$ cat src/rtl/vga_pkg.sv
// Shared constants and types for the mono VGA bitmap prefetcher.
package vga_pkg;

    localparam int H_VISIBLE      = 640;
    localparam int V_VISIBLE      = 480;
    localparam int BYTES_PER_LINE = 80;

    localparam int MEM_ADDR_W = 30;
    localparam int MEM_DATA_W = 32;

    typedef enum logic [1:0] {
        IDLE,
        REQ,
        FLUSH
    } fetch_state_t;

endpackage

$ cat src/rtl/vga_linefetch_if.sv
// Strobe/ack word-read bus between the line fetcher (master) and main memory (slave).
interface vga_linefetch_if;
    import vga_pkg::*;

    logic [MEM_ADDR_W-1:0] mem_addr;
    logic                  mem_strobe;
    logic                  mem_ack;
    logic [MEM_DATA_W-1:0] mem_data;

    modport master (output mem_addr, mem_strobe, input mem_ack, mem_data);
    modport slave  (input mem_addr, mem_strobe, output mem_ack, mem_data);

endinterface

$ cat src/rtl/vga_ring_ram.sv
// Ring buffer storage: 32-bit word writes, registered little-endian byte reads.
module vga_ring_ram
    import vga_pkg::*;
#(
    parameter int ADDR_W = 6
) (
    input  logic                  clk,
    input  logic                  rst_n,
    input  logic                  wr_en,
    input  logic [ADDR_W-1:0]     wr_addr,
    input  logic [MEM_DATA_W-1:0] wr_data,
    input  logic [ADDR_W+1:0]     rd_addr,
    output logic [7:0]            rd_data
);

    logic [MEM_DATA_W-1:0] mem [2**ADDR_W];
    logic [MEM_DATA_W-1:0] rd_word;

    // NOTE: the array itself is never reset; a reset would prevent RAM inference.
    always_ff @(posedge clk) begin
        if (wr_en)
            mem[wr_addr] <= wr_data;
    end

    assign rd_word = mem[rd_addr[ADDR_W+1:2]];

    always_ff @(posedge clk or negedge rst_n) begin
        if (!rst_n)
            rd_data <= '0;
        else
            rd_data <= rd_word[8*rd_addr[1:0] +: 8];
    end

endmodule

$ cat src/rtl/vga_linefetch.sv
// Prefetches the frame bitmap from shared RAM into a ring that serves the display's byte reads.
module vga_linefetch
    import vga_pkg::*;
#(
    parameter int RING_LOG2   = 6,
    parameter int KEEP_BYTES  = 80,
    parameter int FRAME_BYTES = 4096
) (
    input  logic                  clk_pixel,
    input  logic                  reset_n,
    input  logic                  vsync,
    input  logic [MEM_ADDR_W-1:0] base_addr,
    input  logic [15:0]           dispAddr,
    output logic [7:0]            dispData,
    output logic                  underrun,
    vga_linefetch_if.master       bus
);

    localparam int RING_BYTES = 2**(RING_LOG2+2);

    fetch_state_t          state, state_next;
    logic [16:0]           fetch_bytes, fetch_bytes_next;
    logic [MEM_ADDR_W-1:0] frame_base, frame_base_next;
    logic                  vsync_d, flush_req, flush_req_next, underrun_next;
    logic                  vsync_rise, flush_pending, need, uncovered, ring_we;
    logic [16:0]           disp_ext, rd_low;

    assign vsync_rise    = vsync & ~vsync_d;
    assign flush_pending = flush_req | vsync_rise;

    // Oldest byte the display may still revisit; everything below it may be overwritten.
    assign disp_ext = {1'b0, dispAddr};
    assign rd_low   = (disp_ext >= 17'(KEEP_BYTES)) ? disp_ext - 17'(KEEP_BYTES) : '0;
    assign need     = (fetch_bytes < 17'(FRAME_BYTES)) &&
                      (fetch_bytes + 17'd4 <= rd_low + 17'(RING_BYTES));
    assign uncovered = (disp_ext >= fetch_bytes) && (disp_ext < 17'(FRAME_BYTES));

    assign bus.mem_strobe = (state == REQ);
    assign bus.mem_addr   = frame_base + MEM_ADDR_W'(fetch_bytes[16:2]);

    // NOTE: every output of this block gets a default first so no path leaves a latch.
    always_comb begin
        state_next       = state;
        fetch_bytes_next = fetch_bytes;
        frame_base_next  = frame_base;
        flush_req_next   = flush_pending;
        underrun_next    = underrun | uncovered;
        ring_we          = 1'b0;
        case (state)
            IDLE: begin
                if (flush_pending)
                    state_next = FLUSH;
                else if (need)
                    state_next = REQ;
            end
            REQ: begin
                // The request stays up until acked; a pending flush only drops the returned word.
                if (bus.mem_ack) begin
                    if (flush_pending) begin
                        state_next = FLUSH;
                    end else begin
                        ring_we          = 1'b1;
                        fetch_bytes_next = fetch_bytes + 17'd4;
                        state_next       = IDLE;
                    end
                end
            end
            FLUSH: begin
                fetch_bytes_next = '0;
                frame_base_next  = base_addr;
                underrun_next    = 1'b0;
                flush_req_next   = 1'b0;
                state_next       = IDLE;
            end
            default: state_next = IDLE;
        endcase
    end

    // NOTE: state registers use non-blocking assignments so all of them update together.
    always_ff @(posedge clk_pixel or negedge reset_n) begin
        if (!reset_n) begin
            state       <= IDLE;
            fetch_bytes <= '0;
            frame_base  <= '0;
            vsync_d     <= 1'b0;
            flush_req   <= 1'b0;
            underrun    <= 1'b0;
        end else begin
            state       <= state_next;
            fetch_bytes <= fetch_bytes_next;
            frame_base  <= frame_base_next;
            vsync_d     <= vsync;
            flush_req   <= flush_req_next;
            underrun    <= underrun_next;
        end
    end

    vga_ring_ram #(
        .ADDR_W (RING_LOG2)
    ) u_ring (
        .clk     (clk_pixel),
        .rst_n   (reset_n),
        .wr_en   (ring_we),
        .wr_addr (fetch_bytes[RING_LOG2+1:2]),
        .wr_data (bus.mem_data),
        .rd_addr (dispAddr[RING_LOG2+1:0]),
        .rd_data (dispData)
    );

endmodule

$ cat src/flat_wrapper.sv
// flat-port wrapper written by rule: the top's interface ports become plain ports
module vga_linefetch_flat import vga_pkg::*;
#(
    parameter int RING_LOG2   = 6,
    parameter int KEEP_BYTES  = 80,
    parameter int FRAME_BYTES = 4096
)
  (clk_pixel, reset_n, vsync, base_addr, dispAddr, dispData, underrun, bus_mem_addr, bus_mem_strobe, bus_mem_ack, bus_mem_data);
  vga_linefetch_if bus_i ();
  input  logic clk_pixel;
  input  logic reset_n;
  input  logic vsync;
  input  logic [MEM_ADDR_W-1:0] base_addr;
  input  logic [15:0] dispAddr;
  output logic [7:0] dispData;
  output logic underrun;
  output wire logic [$bits(bus_i.mem_addr)-1:0] bus_mem_addr;
  output wire logic [$bits(bus_i.mem_strobe)-1:0] bus_mem_strobe;
  input wire logic [$bits(bus_i.mem_ack)-1:0] bus_mem_ack;
  input wire logic [$bits(bus_i.mem_data)-1:0] bus_mem_data;
  assign bus_mem_addr = bus_i.mem_addr;
  assign bus_mem_strobe = bus_i.mem_strobe;
  assign bus_i.mem_ack = bus_mem_ack;
  assign bus_i.mem_data = bus_mem_data;
  vga_linefetch #(.RING_LOG2(RING_LOG2), .KEEP_BYTES(KEEP_BYTES), .FRAME_BYTES(FRAME_BYTES)) u_core (.clk_pixel(clk_pixel), .reset_n(reset_n), .vsync(vsync), .base_addr(base_addr), .dispAddr(dispAddr), .dispData(dispData), .underrun(underrun), .bus(bus_i));
endmodule
$ cat config.mk
export PLATFORM = sky130hd
export DESIGN_NAME = vga_linefetch_flat
export DESIGN_NICKNAME = d
export VERILOG_FILES = /design/src/rtl/vga_pkg.sv /design/src/rtl/vga_linefetch_if.sv /design/src/rtl/vga_ring_ram.sv /design/src/rtl/vga_linefetch.sv /design/src/flat_wrapper.sv
export SDC_FILE = /design/constraint.sdc
export NUM_CORES = 2
export LEC_CHECK = 0
export ABC_AREA = 1
export CORE_ASPECT_RATIO = 1.25
export CORE_MARGIN = 2
export CORE_UTILIZATION = 59
export CTS_BUF_LIST = sky130_fd_sc_hd__clkbuf_2 sky130_fd_sc_hd__clkbuf_4 sky130_fd_sc_hd__clkbuf_8
export CTS_CLUSTER_DIAMETER = 30
export DETAILED_ROUTE_END_ITERATION = 10
export MAX_ROUTING_LAYER = met4
export PLACE_DENSITY = 0.8
export SLEW_MARGIN = 20
export SYNTH_ARGS = -nofsm -noshare
export SYNTH_HDL_FRONTEND = slang
export SYNTH_HIERARCHICAL = 1
export SYNTH_SLANG_ARGS = --single-unit
export TNS_END_PERCENT = 20
$ cat constraint.sdc
create_clock -name clk_pixel -period 5.01 [get_ports clk_pixel]
set_clock_uncertainty 0.1 [all_clocks]
set_input_delay 1.002 -clock clk_pixel [delete_from_list [all_inputs] [get_ports clk_pixel]]
set_output_delay 1.002 -clock clk_pixel [all_outputs]
set_load 0.05 [all_outputs]
* Word-level counts from Yosys, hierarchy flattened
Memories as Yosys holds them, arrays and structs flattened.
Cells that the tools add are included.
** Cells by class
- Add/subtract/negate cells :: 4
- Magnitude comparators :: 5
- Equal/unequal tests :: 5
- Shift operators :: 1
- Multiplexer cells :: 16
- Bitwise gates (word level) :: 4
- Reductions and logical operators :: 6
** Operators by type and width (number)
- 17-bit two-way mux :: 3
- 17-bit one-hot mux with 2 select lines :: 1
- 32-bit by 6-bit variable part select with 8-bit output :: 1
- 30-bit by 15-bit adder with 30-bit output :: 1
- 17-bit by 3-bit adder with 17-bit output, second input constant :: 1
- 17-bit by 9-bit adder with 17-bit output, second input constant :: 1
- 16-bit by 17-bit >= comparator with 1-bit output :: 1
- 17-bit less-or-equal comparator :: 1
- 17-bit by 13-bit < comparator with 1-bit output, second input constant :: 1
- 16-bit by 7-bit subtractor with 17-bit output, second input constant :: 1
- 16-bit by 7-bit >= comparator with 1-bit output, second input constant :: 1
- 16-bit by 13-bit < comparator with 1-bit output, second input constant :: 1
- 2-bit two-way mux :: 4
- 1-bit two-way mux :: 7
- 2-bit one-hot mux with 2 select lines :: 1
- 3-bit by 1-bit inequality test with 1-bit output, second input constant :: 1
- 3-bit AND reduction :: 1
- 2-bit by 1-bit == test with 1-bit output, second input constant :: 1
- 2-bit == test, second input constant :: 1
- 1-bit logical AND :: 2
- 2-bit zero test :: 1
- 2-bit by 1-bit inequality test with 1-bit output, second input constant :: 1
- 2-bit inequality test, second input constant :: 1
- 1-bit bitwise OR :: 2
- other kinds (4) :: 4
** Storage, ports and cells
- Bits in registers :: 60
- Bits in writable memories :: 2048
- Input port bits :: 82
- Output and inout bits :: 40
- Word-level logic and storage cells :: 49
- Memories :: 1
** Memory list
- u_core.u_ring.mem :: depth 64, bits a word 32, read ports 1, clocked after memory_dff 0, wr ports 1, line vga_ring_ram.sv:16 : logic [MEM_DATA_W-1:0] mem [2**ADDR_W];

* Longest topological paths before layout
- Depth in word-level cells :: 8
- Mapped depth :: 26
- Depth with buffers taken out :: 25

* Hierarchy
The synthesis kept the hierarchy.
** By module, submodules not included
- vga_ring_ram :: instances 1, cells each 6707, area an instance 82387.8 um2, sequential area each 61699.2 um2
- vga_linefetch :: instances 1, cells each 726, area an instance 4823.4 um2, sequential area each 1251.2 um2

* Worst setup path before layout
OpenSTA, ideal clock, no wires.
- Path kind :: in2reg
- Start point :: in vsync
- End point :: mem u_core.u_ring.mem[48][0], enable pin
- Setup time :: 0.502 ns
- Data arrival time :: 5.345 ns
- Data required time :: 4.408 ns
- Setup slack :: -0.938 ns
- Cell stages on the path :: 9
- Buffers on the path :: 2
- Path through :: a21oi_1 -> inv_1 -> nor2_1 -> inv_1 -> nor2_1 -> buf_2 -> clkbuf_1 -> nand4_1 -> nor4_1
** Between the ends
- Longest elaborated chain between the ends :: 7
** RTL lines
- start, declared :: line flat_wrapper.sv:12 : input logic vsync;
- 1-bit AND :: line vga_linefetch.sv:28 : assign vsync_rise = vsync & ~vsync_d;
- 1-bit bitwise OR :: line vga_linefetch.sv:29 : assign flush_pending = flush_req | vsync_rise;
- 1-bit two-way mux :: line vga_linefetch.sv:59 : if (flush_pending) begin
- 1-bit two-way mux :: line vga_linefetch.sv:58 : if (bus.mem_ack) begin
- 1-bit two-way mux :: line vga_linefetch.sv:49 : case (state)
- net u_core.ring_we :: line vga_linefetch.sv:25 : logic vsync_rise, flush_pending, need, uncovered, ring_we;
- 1-bit two-way mux :: line vga_ring_ram.sv:21 : if (wr_en)
- 1-bit two-way mux (implied by the code) :: line vga_ring_ram.sv:22 : mem[wr_addr] <= wr_data;
- end, declared :: line vga_ring_ram.sv:16
The timed path passes the listed nets, and every way through them passes these cells.

* Worst setup path in the final report
- Start point :: reg u_core.fetch_bytes[2]
- End point :: out bus_mem_addr[20]
** Between the ends
- Longest elaborated chain between the ends :: 1
** RTL lines
- start, declared :: line vga_linefetch.sv:22 : logic [16:0] fetch_bytes, fetch_bytes_next;
- start signal, assigned :: line vga_linefetch.sv:90 : fetch_bytes <= fetch_bytes_next;
- 30-bit by 15-bit adder with 30-bit output :: line vga_linefetch.sv:39 : assign bus.mem_addr = frame_base + MEM_ADDR_W'(fetch_bytes[16:2]);
- end, declared :: line flat_wrapper.sv:17 : output wire logic [$bits(bus_i.mem_addr)-1:0] bus_mem_addr;
Every way passes these cells.

==> flow_summary.toml <==
[outcome]
status = "completed"

[logic_synthesis]
ys_warn_count = 6
syn_area_per_cell_sq_um = 11.7
ys_types = 41
synth_ff_type = "edfxtp_1"
yosys-top-cells-area = "edfxtp_1 (71%), nand3_1 (12%), nand2_1 (10%)"
synth_top_area_share_pct = 70.5
synth_top_area_cell = "edfxtp_1"
syn_inst = 7433
synth_edf_count = 2048
syn-num-nets = 7564
syn-cell-area_sq_um = 87200
synth_common_cells = "nand2_1 (2317), nand3_1 (2075), edfxtp_1 (2048)"
synth_seq_cells = 2106
ys_async_sr_fraction_pct = 2.75
ys_seq_area_share_pct = 72.2
yosysMostFrequentCell = "nand2_1"

[layout]
area_growth_pct = 12.0
drive_gt1_share_pct = 10.9
fin_nets = 7735
final_cells = 9769

[route]
via_count = 60900
drt_iter0_drc = 8130
ant_nets = 0
drc = 0
wl_per_cell_um = 23.4
first_pass_iters = 6
via_per_inst = 6.23
drt-total-wl_um = 228000

[clock_network]
clk_latency_ns = 1.04
cts_tree = "done"
cts_buffer_depth = 4
cts.clk_slew.worst_paths_ns = 0.06
cts_buffers = 347
cts_root_buf = "clkbuf_8"
cts_sinks = 2106
htree_levels = 5
postCtsSetupRepairBufs = 0

[timing]
tns_ns = 0
relSlewSlack_pct = 17.0
min_period_over_period_pct = 96.9
slew_viol_final = 0
period_needed_ns = 4.85
hold_slack_ns = 0.295
setup_viol = 0
rsz0062_at_grt = "yes"
setup_ws_ns = 0.157
final_hold_viol_count = 0
worst_slew_pin_slew_ns = 1.25
fmax_mhz = 206

[critical_path]
worstSetupPathType = "register to primary output"
critPathSlowestCell = "dfrtp_2"
slowest_delay_ns = 0.55
end_kind = "primary output"
crit_chain = "ha_1 > inv_1 > fa_1 > nand3b_1 > nand2_1 > a21oi_1 > o21ai_2 > nand2_1 > nand2_1 > nand3_1 > nand2_1 > clkdlybuf4s15_1"
start_kind = "register"
required_ns = 3.91
cp_common_cell = "nand2_1"
cp_max_fo = 13
crit_arrival_ns = 3.75

[floorplan]
coreArea_sq_um = 147000
die_area_sq_um = 151000
rows = 157
io-pin-count = 122
die_w_um = 348
die_h_um = 434
start_util_pct = 59.5

[global_routing]
antenna_found_initial = 12
grt.total_usage_pct = 31.0
grt_start_max_net_pins = 215
overflow = 0
grt_pass1_wl_um = 344000
grt_pass1_vias = 59400

[placed_design]
hpwl_um = 124000
dp_slack_ns = 0.575
dp.cells = 9161
place_congestion = 0.959
io_buffers = 121

[pwr]
power_density_nw_per_um2 = 397
leakage_uw = 0.0352
ir_worst_vdd_v = 0.000296

[flow_run]
max_cap_violations = 0

[min_path]
hold_path_class = "primary input to register"
cells in the final DEF (no fill, tap or decap), drive strengths merged, types with 38 or more instances in the layout:
master,count
a21oi,38
nand3,2076
ha,48
dfrtp,58
edfxtp,2048
o21ai,39
clkbuf,447
nand2,2326
clkinv,108
buf,200
clkdlybuf4s50,69
inv,117
nor2,124
final cells by class:
| cell class | count | area, sq um |
|---|---|---|
| fill | 9821 | 48900 |
| inverter | 112 | 459 |
| clock buffer | 443 | 5570 |
| timing repair buffer | 283 | 2910 |
| sequential | 2106 | 63000 |
| antenna | 10 | 25.0 |
| clock inverter | 153 | 1430 |
| tap | 1908 | 2390 |
| multi-input combinational | 4754 | 21900 |
critical path: cells and delay by family (launching register included):
| family | cells | cell delay, ns |
|---|---|---|
| compound gates | 2 | 0.40 |
| fa+ha+maj | 2 | 0.64 |
| flops | 1 | 0.55 |
| simple gates | 6 | 0.65 |
| buf+inv | 2 | 0.55 |
sequential cells by signal, indices dropped and copies added, names as in the netlist:
| signal | flops |
|---|---|
| u_core/u_ring/rd_data | 8 |
| u_core/state | 2 |
| u_core/frame_base | 30 |
| u_core/flush_req | 1 |
| u_core/fetch_bytes | 15 |
| u_core/vsync_d | 1 |
| u_core/u_ring/mem | 2048 |
| u_core/underrun | 1 |
logic make-up (layout without fill, tap and decap cells):
group / Yosys count / count (layout) / synth area share, %
other cells: 0 / 10 / 0
simple gates: 4585 / 4585 / 23.0
buf+inv: 573 / 991 / 3.24
xor+xnor: 34 / 34 / 0.341
compound gates: 86 / 86 / 0.521
flops: 2106 / 2106 / 72.2
fa+ha+maj: 49 / 49 / 0.712
path summary, 6_finish.rpt:
path | cells past startpoint | end | startpoint | slack [ns]
setup / recovery | 12 | bus_mem_addr[20] | u_core/fetch_bytes[2]$_DFFE_PN0P_ | 0.16
min in group asynchronous | 2 | u_core/frame_base[22]$_DFFE_PN0P_ | reset_n | 0.47
setup reg to reg | 19 | u_core/state[0]$_DFFE_PN0P_ | u_core/fetch_bytes[3]$_DFFE_PN0P_ | 1.89
hold / removal | 1 | u_core/u_ring/mem[4][27]$_DFFE_PP_ | bus_mem_data[27] | 0.29
hold reg to reg | 2 | u_core/frame_base[7]$_DFFE_PN0P_ | u_core/frame_base[7]$_DFFE_PN0P_ | 0.38
max in group asynchronous | 3 | u_core/fetch_bytes[4]$_DFFE_PN0P_ | reset_n | 3.31
report_power, final:
part           switching [uW]  internal (uW)  total, uW
clock network            6670           8590      15300
registers                 164          19500      19700
logic                    2770           1010       3780
total                    9600          29100      38700
metal layers:
layer	wire length, um	up-vias	GRT usage (%)
met4	11100	0	15.5
met5	0	-	-
met2	111000	4238	49.9
met1	80100	29100	38.1
li1	-	26800	-
met3	25800	784	5.61
metrics by stage:
stage	instance area, sq um	util (%)	power, uW
after floorplan	87200	-	22400
final	97600	66.6	38700
after detailed placement	90500	61.8	23800
after global routing	97600	66.6	39900
after global placement	90500	61.8	23700
after CTS	97500	66.6	38800
timing repair:
item                                   CTS  global route
endpoints found under the hold margin   27             0
gates resized for setup                 11            14
hold buffers                             1             0
setup endpoints to repair               15            10
No activity file was read; power rests on OpenSTA's default activity.
